## config.mk

```make
export PLATFORM = sky130hd
export DESIGN_NAME = spi_slave_tester
export DESIGN_NICKNAME = d
export VERILOG_FILES = /design/src/rtl/spi_slave_tester.sv
export SDC_FILE = /design/constraint.sdc
export NUM_CORES = 1
export LEC_CHECK = 0
export ABC_AREA = 1
export ABC_CLOCK_PERIOD_IN_PS = 2400
export CORE_UTILIZATION = 55
export CTS_BUF_LIST = sky130_fd_sc_hd__clkbuf_2
export DETAILED_ROUTE_END_ITERATION = 10
export PLACE_DENSITY = 0.87
export RECOVER_POWER = 50
export SETUP_SLACK_MARGIN = 0.1
export SLEW_MARGIN = 20
export SYNTH_ARGS = -nofsm -noshare
export SYNTH_HDL_FRONTEND = slang
export SYNTH_SLANG_ARGS = --single-unit
```

## constraint.sdc

```tcl
create_clock -name clk -period 2.4 [get_ports clk]
set_clock_uncertainty 0.2 [all_clocks]
set_input_delay 0.72 -clock clk [delete_from_list [all_inputs] [get_ports clk]]
set_output_delay 0.72 -clock clk [all_outputs]
set_load 0.005 [all_outputs]
```

## src/rtl/spi_slave_tester.sv

```systemverilog
// spi_slave_tester: arithmetic tx sequence source and per-transfer rx statistics for an SPI slave
module spi_slave_tester #(
  parameter int DATA_BUS_WIDTH = 8
) (
  input  logic                      clk,
  input  logic                      rst,
  input  logic                      start,
  input  logic                      next,
  input  logic                      stop,
  input  logic [DATA_BUS_WIDTH-1:0] din,
  input  logic [5:0]                sym_size,
  input  logic [DATA_BUS_WIDTH-1:0] tx_start_value,
  input  logic [DATA_BUS_WIDTH-1:0] tx_increment,
  input  logic                      clear,
  output logic [DATA_BUS_WIDTH-1:0] dout,
  output logic                      active,
  output logic [15:0]               transfer_count,
  output logic [15:0]               last_sym_count,
  output logic [31:0]               last_checksum
);
  localparam int W = DATA_BUS_WIDTH;
  typedef enum logic {IDLE, ACTIVE} state_t;
  state_t        state_q, state_d;
  logic [W-1:0]  dout_q, dout_d, mask, start_m, first_m;
  logic [15:0]   cnt_q, cnt_d, cnt_nx, tc_q, tc_d, lc_q, lc_d;
  logic [31:0]   sum_q, sum_d, sum_nx, ls_q, ls_d;
  logic          active_q, active_d;
  // symbol mask: a size of 0 or at least the bus width selects the full bus
  always_comb begin
    for (int i = 0; i < W; i++) mask[i] = (sym_size == 6'd0) || (i < int'(sym_size));
  end
  assign start_m = tx_start_value & mask;
  assign first_m = (tx_start_value + tx_increment) & mask;
  assign cnt_nx  = next ? ((cnt_q == 16'hFFFF) ? cnt_q : cnt_q + 16'd1) : cnt_q;
  assign sum_nx  = next ? sum_q + 32'(din & mask) : sum_q;
  // transfer FSM, tx sequence and statistics; clear overrides all stats updates
  always_comb begin
    state_d = state_q;
    dout_d  = dout_q;
    cnt_d   = cnt_q;
    sum_d   = sum_q;
    tc_d    = tc_q;
    lc_d    = lc_q;
    ls_d    = ls_q;
    if (state_q == IDLE) begin
      dout_d = start_m;
      if (start) begin
        state_d = ACTIVE;
        dout_d  = first_m;
        cnt_d   = '0;
        sum_d   = '0;
      end
    end else if (start) begin
      dout_d = first_m;
      cnt_d  = '0;
      sum_d  = '0;
    end else if (stop) begin
      state_d = IDLE;
      dout_d  = start_m;
      lc_d    = cnt_nx;
      ls_d    = sum_nx;
      tc_d    = tc_q + 16'd1;
      cnt_d   = '0;
      sum_d   = '0;
    end else if (next) begin
      dout_d = (dout_q + tx_increment) & mask;
      cnt_d  = cnt_nx;
      sum_d  = sum_nx;
    end
    if (clear) begin
      cnt_d = '0;
      sum_d = '0;
      tc_d  = '0;
      lc_d  = '0;
      ls_d  = '0;
    end
    active_d = (state_d == ACTIVE);
  end
  // state and output registers
  always_ff @(posedge clk or negedge rst) begin
    if (!rst) begin
      state_q  <= IDLE;
      dout_q   <= '0;
      cnt_q    <= '0;
      sum_q    <= '0;
      tc_q     <= '0;
      lc_q     <= '0;
      ls_q     <= '0;
      active_q <= 1'b0;
    end else begin
      state_q  <= state_d;
      dout_q   <= dout_d;
      cnt_q    <= cnt_d;
      sum_q    <= sum_d;
      tc_q     <= tc_d;
      lc_q     <= lc_d;
      ls_q     <= ls_d;
      active_q <= active_d;
    end
  end
  assign dout           = dout_q;
  assign active         = active_q;
  assign transfer_count = tc_q;
  assign last_sym_count = lc_q;
  assign last_checksum  = ls_q;
endmodule

```

==> impl_metrics.py <==
metrics = {
    "synth": {
        "synthCells": 1062,
        "yosysWarningCount": 0,
        "synth_nets": 1125,
        "synth_xor_area_share_pct": 1.85,
        "ys_top_cells_by_area": "dfrtp_1 40%, nand2_1 18%, nand3_1 8.0%",
        "synth_seq_area_share_pct": 40.1,
        "synth_edf_count": 0,
        "synth_top_area_share_pct": 40.1,
        "avgSynthCellArea_um2": 7.11,
        "synth_cell_types": 43,
        "synth_compound_area_share_pct": 8.58,
        "synthesis.area_um2": 7550,
        "async_flop_share_pct": 100,
        "synth_adder_area_share_pct": 4.77,
        "yosys.area.top_type": "dfrtp_1",
        "synth-simple-area-share_pct": 36.3,
        "synth_ff_type": "dfrtp_1",
        "synth_mux_area_share_pct": 0,
        "synth_top_family_by_area": "simple AND/OR/NAND/NOR gates",
        "ys_ff_latch": 121,
    },
    "setup_path": {
        "crit_fanout": 5,
        "critPathRequiredTime_ns": 2.89,
        "endpoint_kind": "flop",
        "cp_top_family": "simple AND/OR/NAND/NOR gates",
        "critical_path_class": "input port to flop",
        "crit_chain": "buf_6 -> nor3_4 -> nand2_2 -> nor2_4 -> inv_2 -> o21a_1 -> nand2_1 -> inv_2 -> ha_4 -> nand2_2 -> nand2_1 -> nand2_1 -> nand2_1 -> nand2_2 -> nand3_4 -> buf_4 -> nand2_4 -> xor2_2 -> nand2_1 -> o21ai_0",
        "slowest_stage": "ha_4",
        "worst_path_most_repeated_cell": "nand2_1",
        "crit_buf_inv": 4,
        "critPathMaxStageDelay_ns": 0.23,
        "crit_path_start_kind": "input port",
        "arrival_ns": 2.92,
    },
    "clock_network": {
        "clockRootBuffer": "clkbuf_2",
        "clock_latency_ns": 0.77,
        "cts_inserted_buffers": 17,
        "clock-sinks": 121,
        "clk_path_buf_depth": 2,
        "cts_max_level": 4,
        "cts.clk_slew.worst_paths_ns": 0.22,
        "cts_tree": "done",
    },
    "layout": {
        "final_util_pct": 78.8,
        "fin_cells": 1524,
        "fin_area_um2": 10500,
        "final_nets": 1397,
        "drive_gt1_share_pct": 31.0,
        "syn_to_final_growth_pct": 38.8,
    },
    "sta": {
        "slew_headroom_pct": 18.1,
        "hold_viol_final": 0,
        "setup_tns_ns": -0.178,
        "fmax_mhz": 411,
        "fin_crit_sh_pct": 101,
        "rsz0062_at_grt": "yes",
        "setup_viol_count_final": 12,
        "setup_ws_ns": -0.0320,
        "fin_crit_ns": 2.43,
        "worstMarginPinSlew_ns": 1.23,
        "maxSlewViolCount": 0,
    },
    "placement": {
        "place_hpwl_um": 15800,
        "portBuffers": 108,
        "placed_area_um2": 9660,
        "gp_congestion": 0.960,
        "placed_cells": 1418,
    },
    "global_route": {
        "grt_start_max_net_pins": 43,
        "antenna_found_initial": 1,
        "grt_pass1_wl_um": 37600,
        "first_global_vias": 7988,
        "track_usage_pct": 33.6,
        "grt.overflow.total": 0,
    },
    "route": {
        "wl_um": 24400,
        "first_pass_iters": 5,
        "drt_iter0_markers": 893,
        "ant_nets": 0,
        "avgViaCountPerCell": 5.64,
        "routedWlPerCell_um": 16.0,
        "drc": 0,
        "vias": 8600,
    },
    "floorplanning": {
        "die_height_um": 119,
        "core_area_um2": 13300,
        "dieArea_um2": 14200,
        "die_w_um": 119,
        "io_pins": 109,
        "row_count": 42,
        "start_util_pct": 56.8,
    },
    "pwr": {
        "leakagePower_uw": 0.00557,
        "p_per_area_nw_per_um2": 420,
        "ir_drop_mv": 0.500,
        "power.total_uw": 4410,
    },
    "hold_path": {
        "hold_path.class": "input port to flop",
    },
    "outcome": {
        "status": "complete, but fails checks",
        "violations": "setup timing",
    },
    "job": {
        "cap_violations": 0,
    },
}
-- path summary, 6_finish.rpt --
| path | to | depth (start not counted) | startpoint | slack, ns |
|---|---|---|---|---|
| max reg2reg | sum_q[18] | 15 | sum_q[0] | 0.07 |
| max in group asynchronous | last_checksum[30] | 3 | rst | 0.26 |
| min | dout[1] | 7 | sym_size[5] | 0.22 |
| min in group asynchronous | last_sym_count[6] | 2 | rst | 0.52 |
| min reg2reg | last_sym_count[15] | 2 | last_sym_count[15] | 0.30 |
| max | sum_q[9] | 20 | sym_size[5] | -0.03 |
-- layout by cell type, fill, tap and decap left out, types with 5 or more instances in the layout --
cell type / instances
a21o_1: 5
a21oi_1: 23
buf_12: 9
buf_2: 72
buf_4: 148
buf_6: 9
clkbuf_2: 23
clkdlybuf4s50_1: 28
dfrtp_1: 120
ha_1: 20
inv_1: 115
inv_2: 12
nand2_1: 332
nand2_2: 34
nand2_4: 7
nand3_1: 91
nand3_2: 32
nand4_1: 28
nor2_1: 40
nor2_2: 18
nor3_1: 24
o21ai_0: 39
o21ai_1: 18
o21ai_2: 8
o22ai_1: 5
xor2_1: 9
-- synthesized netlist by cell type (3+ instances only) --
| cell | n |
|---|---|
| xnor2_1 | 5 |
| inv_1 | 122 |
| nand2_1 | 370 |
| a22o_1 | 3 |
| ha_1 | 24 |
| nand3_2 | 6 |
| fa_1 | 3 |
| a21o_1 | 5 |
| nand4_1 | 28 |
| nand3_1 | 121 |
| a21oi_1 | 27 |
| clkbuf_1 | 6 |
| buf_2 | 9 |
| xor2_1 | 11 |
| o21a_1 | 3 |
| inv_2 | 6 |
| o21ai_1 | 3 |
| dfrtp_1 | 121 |
| nor3_1 | 25 |
| nor2_2 | 14 |
| o22ai_1 | 5 |
| o21ai_0 | 63 |
| buf_4 | 7 |
| nor2_1 | 47 |
-- tightest hold or removal path, stage by stage --
cell and delay (ns):
buf_6 0.08, nor3_4 0.04, nand2_2 0.07, nor2_4 0.05
nand2_2 0.08, nand3_1 0.08, nand2_1 0.06
-- logic make-up after synthesis --
logic type                 count (synthesis)
AOI/OAI and AO/OA                        118
xor gates and xnor gates                  16
adders and majority gates                 27
buffers and inverters                    154
DFF                                      121
and+or+nand+nor                          626
-- power breakdown --
group | leakage, uW | switching (uW) | internal, uW
clock | 0.000144 | 844 | 564
combinational | 0.00376 | 492 | 399
sequential | 0.00167 | 28.9 | 2080
-- routing by layer --
metal	share of wire (%)	vias up	track usage, %
met4	3.7	0	15.1
met2	48	475	54.1
met1	40	4026	43.1
met5	0	-	0
li1	-	4001	-
met3	8.2	98	7.61
-- flip-flops by register name (all words and copies together), names as in the netlist --
| name | cells |
|---|---|
| dout | 8 |
| sum_q | 32 |
| last_checksum | 32 |
| transfer_count | 16 |
| cnt_q | 16 |
| last_sym_count | 16 |
| active | 1 |
-- what timing repair did --
item / CTS / global route
endpoints found under the hold margin: 111 / 0
setup endpoints to repair: 133 / 88
hold buffers: 1 / 0
resized for setup: 326 / 99
pin swaps: 20 / 47
gates cloned: 1 / 0
buffers inserted: 56 / 19
-- metrics by stage --
stage          hold WS, ns  worst slack (ns)
6_report             0.220           -0.0320
5_1_grt              0.216            -0.131
4_1_cts              0.126            0.0523
3_5_place_dp         0.264             -1.10
3_3_place_gp         0.262             -1.10
2_1_floorplan        0.224            -0.379
-- area by class of cell --
| cell class | instances | area (um2) |
|---|---|---|
| Antenna cell | 1 | 2.50 |
| Clock buffer | 17 | 85.1 |
| Clock inverter | 15 | 158 |
| Fill cell | 915 | 2810 |
| Inverter | 129 | 489 |
| Multi-Input combinational cell | 788 | 4410 |
| Sequential cell | 121 | 3030 |
| Tap cell | 176 | 220 |
| Timing Repair Buffer | 277 | 2090 |
No activity file was read; power rests on OpenSTA's default activity.
